[src/rtl/bus_pkg.sv]
// Shared types and constants for the two-master, split-capable bus arbiter.
package bus_pkg;
  typedef enum logic [1:0] {
    IDLE       = 2'd0,
    BUSY       = 2'd1,
    SPLIT_IDLE = 2'd2,
    SPLIT_BUSY = 2'd3
  } arb_state_t;

  localparam logic [1:0] M1 = 2'b01;
  localparam logic [1:0] M2 = 2'b10;

  localparam int DEFAULT_GRANT_TIMEOUT = 1024;
endpackage

[src/rtl/bus_arbiter_if.sv]
// Arbiter-side bus signals: master requests, bus/slave pulses and the grant outputs.
interface bus_arbiter_if;
  logic [1:0] mreq;
  logic       tx_done;
  logic       split;
  logic       split_ready;
  logic [1:0] mgrant;
  logic       bus_busy;
  logic [1:0] split_owner;
  logic       timeout_err;

  modport slave (
    input  mreq, tx_done, split, split_ready,
    output mgrant, bus_busy, split_owner, timeout_err
  );

  modport master (
    output mreq, tx_done, split, split_ready,
    input  mgrant, bus_busy, split_owner, timeout_err
  );
endinterface

[src/rtl/bus_arbiter_arb_pick.sv]
// Combinational one-hot winner select for two masters.
// BUS_ARB_ROUND_ROBIN_EN: ties go to the master that did not own the bus last; else master 1 wins.
module arb_pick
  import bus_pkg::*;
(
  input  logic [1:0] req,
  input  logic [1:0] last_owner,
  output logic [1:0] win
);
`ifdef BUS_ARB_ROUND_ROBIN_EN
  always_comb begin
    win = req;
    if (req == 2'b11) win = (last_owner == M1) ? M2 : M1;
  end
`else
  logic unused_last;
  assign unused_last = ^last_owner;

  always_comb begin
    win = req;
    if (req == 2'b11) win = M1;
  end
`endif
endmodule

[src/rtl/bus_arbiter.sv]
// Two-master bus arbiter with split parking/resume and grant-tenure timeout.
// Optional BUS_ARB_ROUND_ROBIN_EN builds the last-owner register for round-robin ties.
module bus_arbiter
  import bus_pkg::*;
#(
  parameter int GRANT_TIMEOUT = DEFAULT_GRANT_TIMEOUT
) (
  input  logic         clock,
  input  logic         rst,
  bus_arbiter_if.slave bus
);
  localparam int            CW       = $clog2(GRANT_TIMEOUT);
  localparam logic [CW-1:0] TEN_LAST = CW'(GRANT_TIMEOUT - 1);
  localparam logic [CW-1:0] TEN_MAX  = {CW{1'b1}};

  arb_state_t    state;
  logic [1:0]    owner, parked, last_owner, req_elig, win, lender;
  logic          ready_seen, busy, terr, expired, resume;
  logic [CW-1:0] ten;

  // The current owner and any parked master are excluded from arbitration.
  assign req_elig = bus.mreq & ~owner & ~parked;
  assign lender   = bus.mreq & ~parked;
  assign expired  = (|owner) && (ten == TEN_LAST);
  assign resume   = ready_seen | bus.split_ready;

  arb_pick u_pick (
    .req        (req_elig),
    .last_owner (last_owner),
    .win        (win)
  );

`ifdef BUS_ARB_ROUND_ROBIN_EN
  always_ff @(posedge clock or negedge rst) begin
    if (!rst)        last_owner <= M2;
    else if (|owner) last_owner <= owner;
  end
`else
  assign last_owner = M2;
`endif

  always_ff @(posedge clock or negedge rst) begin
    if (!rst) begin
      state      <= IDLE;
      owner      <= '0;
      parked     <= '0;
      ready_seen <= 1'b0;
      ten        <= '0;
      busy       <= 1'b0;
      terr       <= 1'b0;
    end else begin
      terr <= 1'b0;
      if (|owner && ten != TEN_MAX) ten <= ten + 1'b1;

      case (state)
        IDLE: begin
          if (|win) begin
            state <= BUSY;
            owner <= win;
            busy  <= 1'b1;
            ten   <= '0;
          end
        end

        BUSY: begin
          // tx_done beats split, and split beats a same-cycle timeout.
          if (bus.tx_done || (expired && !bus.split)) begin
            terr  <= !bus.tx_done;
            owner <= win;
            busy  <= |win;
            ten   <= '0;
            state <= (|win) ? BUSY : IDLE;
          end else if (bus.split) begin
            parked <= owner;
            ten    <= '0;
            if (|(bus.mreq & ~owner)) begin
              owner <= ~owner;
              state <= SPLIT_BUSY;
            end else begin
              owner <= '0;
              busy  <= 1'b0;
              state <= SPLIT_IDLE;
            end
          end
        end

        SPLIT_IDLE: begin
          if (resume) begin
            owner      <= parked;
            parked     <= '0;
            ready_seen <= 1'b0;
            busy       <= 1'b1;
            ten        <= '0;
            state      <= BUSY;
          end else if (|lender) begin
            owner <= lender;
            busy  <= 1'b1;
            ten   <= '0;
            state <= SPLIT_BUSY;
          end
        end

        SPLIT_BUSY: begin
          // A second split is ignored here; the lender keeps the bus.
          if (bus.tx_done || expired) begin
            terr       <= !bus.tx_done;
            ten        <= '0;
            ready_seen <= 1'b0;
            if (resume) begin
              owner  <= parked;
              parked <= '0;
              state  <= BUSY;
            end else begin
              owner <= '0;
              busy  <= 1'b0;
              state <= SPLIT_IDLE;
            end
          end else if (bus.split_ready) begin
            ready_seen <= 1'b1;
          end
        end

        default: state <= IDLE;
      endcase
    end
  end

  assign bus.mgrant      = owner;
  assign bus.bus_busy    = busy;
  assign bus.split_owner = parked;
  assign bus.timeout_err = terr;
endmodule

[src/flat_wrapper.sv]
// flat-port wrapper written by rule: the top's interface ports become plain ports
module bus_arbiter_flat import bus_pkg::*;
#(
  parameter int GRANT_TIMEOUT = DEFAULT_GRANT_TIMEOUT
)
  (clock, rst, bus_mreq, bus_tx_done, bus_split, bus_split_ready, bus_mgrant, bus_bus_busy, bus_split_owner, bus_timeout_err);
  bus_arbiter_if bus_i ();
  input  logic clock;
  input  logic rst;
  input wire logic [$bits(bus_i.mreq)-1:0] bus_mreq;
  input wire logic [$bits(bus_i.tx_done)-1:0] bus_tx_done;
  input wire logic [$bits(bus_i.split)-1:0] bus_split;
  input wire logic [$bits(bus_i.split_ready)-1:0] bus_split_ready;
  output wire logic [$bits(bus_i.mgrant)-1:0] bus_mgrant;
  output wire logic [$bits(bus_i.bus_busy)-1:0] bus_bus_busy;
  output wire logic [$bits(bus_i.split_owner)-1:0] bus_split_owner;
  output wire logic [$bits(bus_i.timeout_err)-1:0] bus_timeout_err;
  assign bus_i.mreq = bus_mreq;
  assign bus_i.tx_done = bus_tx_done;
  assign bus_i.split = bus_split;
  assign bus_i.split_ready = bus_split_ready;
  assign bus_mgrant = bus_i.mgrant;
  assign bus_bus_busy = bus_i.bus_busy;
  assign bus_split_owner = bus_i.split_owner;
  assign bus_timeout_err = bus_i.timeout_err;
  bus_arbiter #(.GRANT_TIMEOUT(GRANT_TIMEOUT)) u_core (.clock(clock), .rst(rst), .bus(bus_i));
endmodule
[config.mk]
export PLATFORM = sky130hd
export DESIGN_NAME = bus_arbiter_flat
export DESIGN_NICKNAME = d
export VERILOG_FILES = /design/src/rtl/bus_pkg.sv /design/src/rtl/bus_arbiter_if.sv /design/src/rtl/bus_arbiter_arb_pick.sv /design/src/rtl/bus_arbiter.sv /design/src/flat_wrapper.sv
export SDC_FILE = /design/constraint.sdc
export NUM_CORES = 1
export LEC_CHECK = 0
export CORE_MARGIN = 1.5
export CORE_UTILIZATION = 49
export DETAILED_ROUTE_END_ITERATION = 10
export HOLD_SLACK_MARGIN = 0.05
export PLACE_DENSITY = 0.71
export SYNTH_ARGS = -nofsm -noshare
export SYNTH_HDL_FRONTEND = slang
export SYNTH_HIERARCHICAL = 1
export SYNTH_SLANG_ARGS = --single-unit
[constraint.sdc]
create_clock -name clock -period 1.75 [get_ports clock]
set_input_delay 0.35 -clock clock [delete_from_list [all_inputs] [get_ports clock]]
set_output_delay 0.35 -clock clock [all_outputs]
set_load 0.02 [all_outputs]
Word-level counts from Yosys, hierarchy flattened:

Index checks and enable logic that the tools add are counted.

* flip-flop bits (word level): 19
* latch bits: 0
* RAM bits: 0
* bits in read-only memories: 0
* bits of input ports: 7
* output and inout bits: 6
* logic and storage cells: 97
* memories kept: 0

* add/subtract/negate cells: 1
* $mul: 0
* divide/modulo/power cells: 0
* magnitude comparators: 0
* equality and inequality tests: 16
* shift operators: 0
* multiplexer cells: 49
* bitwise operators: 6
* reduce and logical (&&, ||, !) cells: 18

Operators by type and width (number)
* $mux W10: 7
* $mux W2: 20
* $pmux W10 S4: 1
* $pmux W2 S4: 2
* $mux W1: 15
* $add A10 B1 Y10 const B: 1
* $eq A10 B10 Y1 const B: 1
* $ne A10 B10 Y1 const B: 1
* $ne A3 B2 Y1 const B: 3
* $reduce_and A4 Y1: 2
* $reduce_or A2 Y1: 4
* $and A2 B2 Y2: 3
* $eq A2 B2 Y1 const B: 3
* $ne A2 B1 Y1 const B: 3
* $ne A2 B2 Y1 const B: 3
* $pmux W2 S3: 1
* $reduce_and A6 Y1: 1
* $not A2 Y2: 2
* $pmux W1 S2: 2
* $pmux W1 S4: 1
* $logic_and A1 B1 Y1: 3
* $ne A3 B1 Y1 const B: 1
* $reduce_and A3 Y1: 1
* $reduce_bool A3 Y1: 1
* 6 further kinds: 8

Logic depth before layout (Yosys ltp):

* word-level depth: 9
* gate-level depth with buffers: 8
* mapped depth without buffers: 8

Hierarchy:

The synthesis kept the hierarchy.

Modules (own cells, without submodules)
* bus_arbiter: instances 1, cells an instance 129, area each 1176.1 µm², seq. area each 475.5 µm²
* arb_pick: instances 1, cells an instance 2, area each 10.0 µm², seq. area each 0.0 µm²

Worst setup path after synthesis:

OpenSTA, ideal clock, no wires.

* path type: flip-flop to flip-flop
* start: register u_core.owner[0] (netlist: u_core/bus.mgrant[0])
* end: register u_core.ten[3]
* library setup time: 0.077 ns
* data arrival time: 1.842 ns
* data required time: 1.673 ns
* slack: -0.170 ns
* stages on the path, launching flop included: 9
* path buffers: 1
* period minus slack after synthesis: 1.920 ns
* path through: dfrtp_1 nand2b_1 nor2_1 nor2b_1 or4_1 o41ai_2 a31oi_2 buf_2 a21oi_1

* longest elaborated chain between the ends: 8
* elaborated cells on any way between the ends: 20
* those cells by class: eq/ne (1); mux (9); bitwise (3); reduce/logical (7)

RTL lines
* start: declaration: RTL line bus_arbiter.sv:17 `logic [1:0] owner, parked, last_owner, req_elig, win, lender;`
* start signal: assignment: RTL line bus_arbiter.sv:59 `owner <= win;`
* start signal: assignment: RTL line bus_arbiter.sv:69 `owner <= win;`
* start signal: assignment: RTL line bus_arbiter.sv:77 `owner <= ~owner;`
* $not A2 Y2: RTL line bus_arbiter.sv:22 `assign req_elig = bus.mreq & ~owner & ~parked;`
* $and A2 B2 Y2 (2 in series): RTL line bus_arbiter.sv:22
* net u_core.req_elig[0]: RTL line bus_arbiter.sv:17
* $eq A2 B2 Y1: RTL line bus_arbiter_arb_pick.sv:21 `if (req == 2'b11) win = M1;`
* $mux W2: RTL line bus_arbiter_arb_pick.sv:21
* net u_core.win[1]: RTL line bus_arbiter.sv:17
* $reduce_or A2 Y1: RTL line bus_arbiter.sv:57 `if (|win) begin`
* $mux W10: RTL line bus_arbiter.sv:57
* $pmux W10 S4: RTL line bus_arbiter.sv:55 `case (state)`
* end signal: assignment: RTL line bus_arbiter.sv:53 `if (|owner && ten != TEN_MAX) ten <= ten + 1'b1;`
* end: declaration: RTL line bus_arbiter.sv:19 `logic [CW-1:0] ten;`

The timed path passes the listed nets, and every way through them passes these cells.
A chain may end at the register's enable or synchronous reset.

Worst setup path after layout:

* start: register u_core.ten[0]
* end: register u_core.state[0]

* longest elaborated chain between the ends: 6
* elaborated cells on any way between the ends: 10
* those cells by class: eq/ne (3); mux (2); reduce/logical (5)

RTL lines
* $eq A10 B10 Y1 *: RTL line bus_arbiter.sv:24 `assign expired = (|owner) && (ten == TEN_LAST);`
* $logic_and A1 B1 Y1 *: RTL line bus_arbiter.sv:24
* $logic_and A1 B1 Y1: RTL line bus_arbiter.sv:67 `if (bus.tx_done || (expired && !bus.split)) begin`
* $logic_or A1 B1 Y1: RTL line bus_arbiter.sv:67
* $ne A3 B2 Y1 (no line) / $mux W2 (equally long branches)
* $reduce_and A4 Y1 (no line) / $pmux W2 S4 (equally long branches)
* end signal: assignment: RTL line bus_arbiter.sv:72 `state <= (|win) ? BUSY : IDLE;`
* end: declaration: RTL line bus_arbiter.sv:16 `arb_state_t state;`

Every way passes the cells marked *; elsewhere a longest branch is shown, timed or not.

==> impl_metrics.prom <==
# TYPE chip_impl_metric gauge
chip_impl_metric{name="detail_route.first_pass.iterations",unit=""} 4
chip_impl_metric{name="cts.reportedPaths.clkPinSlew",unit="ns"} 0.10
chip_impl_metric{name="finalSetupViolCount",unit=""} 5
chip_impl_info{name="clock_tree_from_tritoncts",value="yes"} 1
chip_impl_metric{name="post_synth_instance_area",unit="µm²"} 1180
chip_impl_metric{name="layout-drive-gt1-share",unit="%"} 41.7
chip_impl_metric{name="hold_viol_final",unit=""} 0
chip_impl_metric{name="h-tree-depth",unit=""} 1
chip_impl_metric{name="worst_rel_slew_slack",unit="%"} 73.1
chip_impl_metric{name="fin_ws",unit="ns"} -0.0313
chip_impl_info{name="setup_repair_after_global_routing_missed_its_margin",value="true"} 1
chip_impl_metric{name="clockBufferDepth",unit=""} 2
chip_impl_metric{name="drcViolationCount",unit=""} 0
chip_impl_metric{name="vias_per_cell",unit=""} 5.47
chip_impl_info{name="run_status",value="finished with violations"} 1
chip_impl_metric{name="irDropWorstVdd",unit="V"} 0.000777
chip_impl_metric{name="areaGrowthSynthToFinish",unit="%"} 47.8
chip_impl_info{name="crit_path_start_kind",value="flop"} 1
chip_impl_metric{name="period_needed",unit="ns"} 1.78
chip_impl_metric{name="power.density_cell_area",unit="nW/µm²"} 1280
chip_impl_metric{name="critical_path_buf_inv_count",unit=""} 1
chip_impl_metric{name="antenna_cells_inserted",unit=""} 0
chip_impl_metric{name="power.clock.fraction",unit="%"} 9.9
chip_impl_metric{name="placementRows",unit=""} 17
chip_impl_metric{name="synthesis.area_per_instance",unit="µm²"} 9.14
chip_impl_metric{name="clock.fmax",unit="GHz"} 0.561
chip_impl_metric{name="routabilityCongestion",unit=""} 0.855
chip_impl_metric{name="worst-slew-pin-transition",unit="ns"} 0.402
chip_impl_metric{name="power.switching",unit="µW"} 928
chip_impl_metric{name="drt_first_iter_violations",unit=""} 19
chip_impl_metric{name="worst_clock_skew",unit="ns"} 0.00385
chip_impl_metric{name="track_usage",unit="%"} 23.5
chip_impl_metric{name="design.final.nets",unit=""} 184
chip_impl_metric{name="fill_cells",unit=""} 151
chip_impl_info{name="hold_class",value="in2async"} 1
chip_impl_info{name="failed_checks",value="negative setup slack"} 1
chip_impl_info{name="worst_path_dominant_cell_family",value="simple AND/OR/NAND/NOR gates"} 1
chip_impl_metric{name="die-width",unit="µm"} 52.0
chip_impl_metric{name="multiInputGateArea",unit="µm²"} 778
chip_impl_metric{name="power.share.combinational",unit="%"} 62.1
chip_impl_metric{name="placedCellCount",unit=""} 196
chip_impl_metric{name="clkLatencyLatePin",unit="ns"} 0.30
chip_impl_metric{name="cts-hold-fix-buffers",unit=""} 0
chip_impl_metric{name="cts_buf_count",unit=""} 3
chip_impl_info{name="cp_slowest_cell",value="sky130_fd_sc_hd__dfrtp_1"} 1
chip_impl_metric{name="critical_path.max_stage_delay",unit="ns"} 0.39
chip_impl_metric{name="fp.coreArea",unit="µm²"} 2230
chip_impl_metric{name="place_ws",unit="ns"} -0.449
chip_impl_info{name="criticalPathCategory",value="reg2reg"} 1
chip_impl_info{name="endpoint_kind",value="flop"} 1
chip_impl_metric{name="synth.yosys.warnings",unit=""} 6
chip_impl_metric{name="sequential_cell_area",unit="µm²"} 478
chip_impl_info{name="clk_root_buffer_cell",value="sky130_fd_sc_hd__clkbuf_4"} 1
chip_impl_metric{name="setup_total_negative_slack",unit="ns"} -0.104
chip_impl_info{name="critical_path.cell_chain",value="ha_2, and3_4, o2111ai_2, buf_4, a31oi_4, and4_4, nor2_1"} 1
chip_impl_metric{name="wl",unit="µm"} 3000
chip_impl_metric{name="netlist_instances",unit=""} 129
chip_impl_metric{name="timing.critical_path.depth",unit=""} 7
chip_impl_metric{name="worstPathMaxFanout",unit=""} 7
chip_impl_metric{name="first_pass_grt_wire_length",unit="µm"} 4610
chip_impl_metric{name="internal-power",unit="mW"} 1.29
chip_impl_metric{name="dr_total_vias",unit=""} 1110
chip_impl_metric{name="detail-route-antenna-nets",unit=""} 0
chip_impl_metric{name="first_global_vias",unit=""} 1138
chip_impl_metric{name="fin_total_pwr",unit="mW"} 2.22
chip_impl_metric{name="numPortBuffers",unit=""} 12
chip_impl_metric{name="die_h",unit="µm"} 52.0
chip_impl_metric{name="wl_per_cell",unit="µm"} 14.8
chip_impl_metric{name="postSynthNetCount",unit=""} 137
chip_impl_metric{name="io-pin-count",unit=""} 13
chip_impl_metric{name="detailedPlacementHpwl",unit="µm"} 2100
chip_impl_metric{name="largest_net_degree_at_the_start_of_global_routing",unit=""} 20
chip_impl_metric{name="start_util",unit="%"} 52.8
chip_impl_metric{name="worstRegToRegCells",unit=""} 7
chip_impl_metric{name="critical_path_data_arrival_time",unit="ns"} 1.96
chip_impl_metric{name="required",unit="ns"} 1.93
chip_impl_metric{name="post_layout_nonfiller_instances",unit=""} 203
chip_impl_metric{name="max-cap-violations",unit=""} 0
chip_impl_metric{name="fraction_of_power_spent_switching_nets",unit="%"} 41.8
chip_impl_metric{name="leakagePower",unit="nW"} 0.815
chip_impl_metric{name="clock-sinks",unit=""} 19
chip_impl_metric{name="overall_die_area",unit="µm²"} 2710
chip_impl_metric{name="grt.overflow.total",unit=""} 0
chip_impl_metric{name="initial_antenna_violation_count",unit=""} 0
chip_impl_metric{name="drv_slew",unit=""} 0
chip_impl_metric{name="sequentialPowerShare",unit="%"} 28.0
chip_impl_metric{name="final_min_period_over_clock_period",unit="%"} 102
state kept, by name (all words and copies together), names as in the netlist:
signal / cells
u_core/bus.timeout_err: 1
u_core/bus.split_owner: 2
u_core/ten: 10
u_core/bus.bus_busy: 1
u_core/ready_seen: 1
u_core/state: 2
u_core/bus.mgrant: 2
layer usage:
metal | global-route usage (%) | up-vias | part of all wire (%)
li1 | - | 544 | -
met1 | 25.8 | 537 | 43
met2 | 44.7 | 19 | 52
met3 | 1.72 | 10 | 2.1
met4 | 11.4 | 0 | 2.2
met5 | 0 | - | 0
through the flow:
stage / area, µm² / util [%] / hold slack, ns
finish: 1740 / 78.0 / 0.373
global route: 1740 / 78.0 / 0.401
CTS: 1670 / 74.8 / 0.373
detailed placement: 1580 / 70.8 / 0.546
global placement: 1580 / 70.8 / 0.535
floorplan: 1210 / - / 0.0544
placed cells by master, fill, tap and decap left out, types with 2 or more instances in the layout:
master and instances:
sky130_fd_sc_hd__buf_6 2, sky130_fd_sc_hd__mux2_4 2, sky130_fd_sc_hd__nor2_2 5, sky130_fd_sc_hd__nand3_1 2
sky130_fd_sc_hd__xnor2_1 6, sky130_fd_sc_hd__a21oi_2 2, sky130_fd_sc_hd__nand2_1 9, sky130_fd_sc_hd__buf_4 34
sky130_fd_sc_hd__a21oi_1 9, sky130_fd_sc_hd__dfrtp_2 2, sky130_fd_sc_hd__nand2b_1 3, sky130_fd_sc_hd__nand2b_4 2
sky130_fd_sc_hd__mux2i_1 2, sky130_fd_sc_hd__nor2_1 15, sky130_fd_sc_hd__inv_1 8, sky130_fd_sc_hd__dlygate4sd2_1 5
sky130_fd_sc_hd__mux2_2 2, sky130_fd_sc_hd__nor4_4 3, sky130_fd_sc_hd__a221oi_2 2, sky130_fd_sc_hd__clkbuf_4 3
sky130_fd_sc_hd__o31ai_1 2, sky130_fd_sc_hd__dfrtp_1 17, sky130_fd_sc_hd__clkdlybuf4s50_1 6, sky130_fd_sc_hd__nor2b_1 5
sky130_fd_sc_hd__and2_1 2
worst paths after layout:
| check | from | end | slack (ns) |
|---|---|---|---|
| min | rst | u_core/ten[9] | 0.37 |
| min reg2reg | u_core/bus.bus_busy | u_core/bus.bus_busy | 0.55 |
| min in group clock | u_core/bus.bus_busy | u_core/bus.bus_busy | 0.55 |
| max in group asynchronous | rst | u_core/bus.mgrant[1] | 1.16 |
| max | u_core/ten[0] | u_core/state[0] | -0.03 |
| max reg2reg | u_core/ten[0] | u_core/state[0] | -0.03 |
timing repair:
item | 4_1_cts | 5_1_grt
pin swaps | 7 | 3
setup endpoints to repair | 17 | 17
setup buffers | 2 | 1
resized for setup | 17 | 14
power by group through the flow:
| stage | Combinational (mW) | Clock, mW | Sequential (mW) |
|---|---|---|---|
| 6_report | 1.38 | 0.220 | 0.621 |
| 5_1_grt | 1.47 | 0.247 | 0.630 |
| 4_1_cts | 1.26 | 0.229 | 0.613 |
| 3_5_place_dp | 1.15 | 0 | 0.618 |
| 3_3_place_gp | 1.12 | 0 | 0.614 |
| 2_1_floorplan | 0.657 | 0 | 0.677 |
cell type report:
type	count	share of cell area [%]
repair buffers	48	22.6
inverters	8	1.72
clock buffers	4	1.51
flip-flops and latches	19	27.4
multi-input cells	96	44.7
well taps	28	2.01
Power figures use the tool's default switching activity.
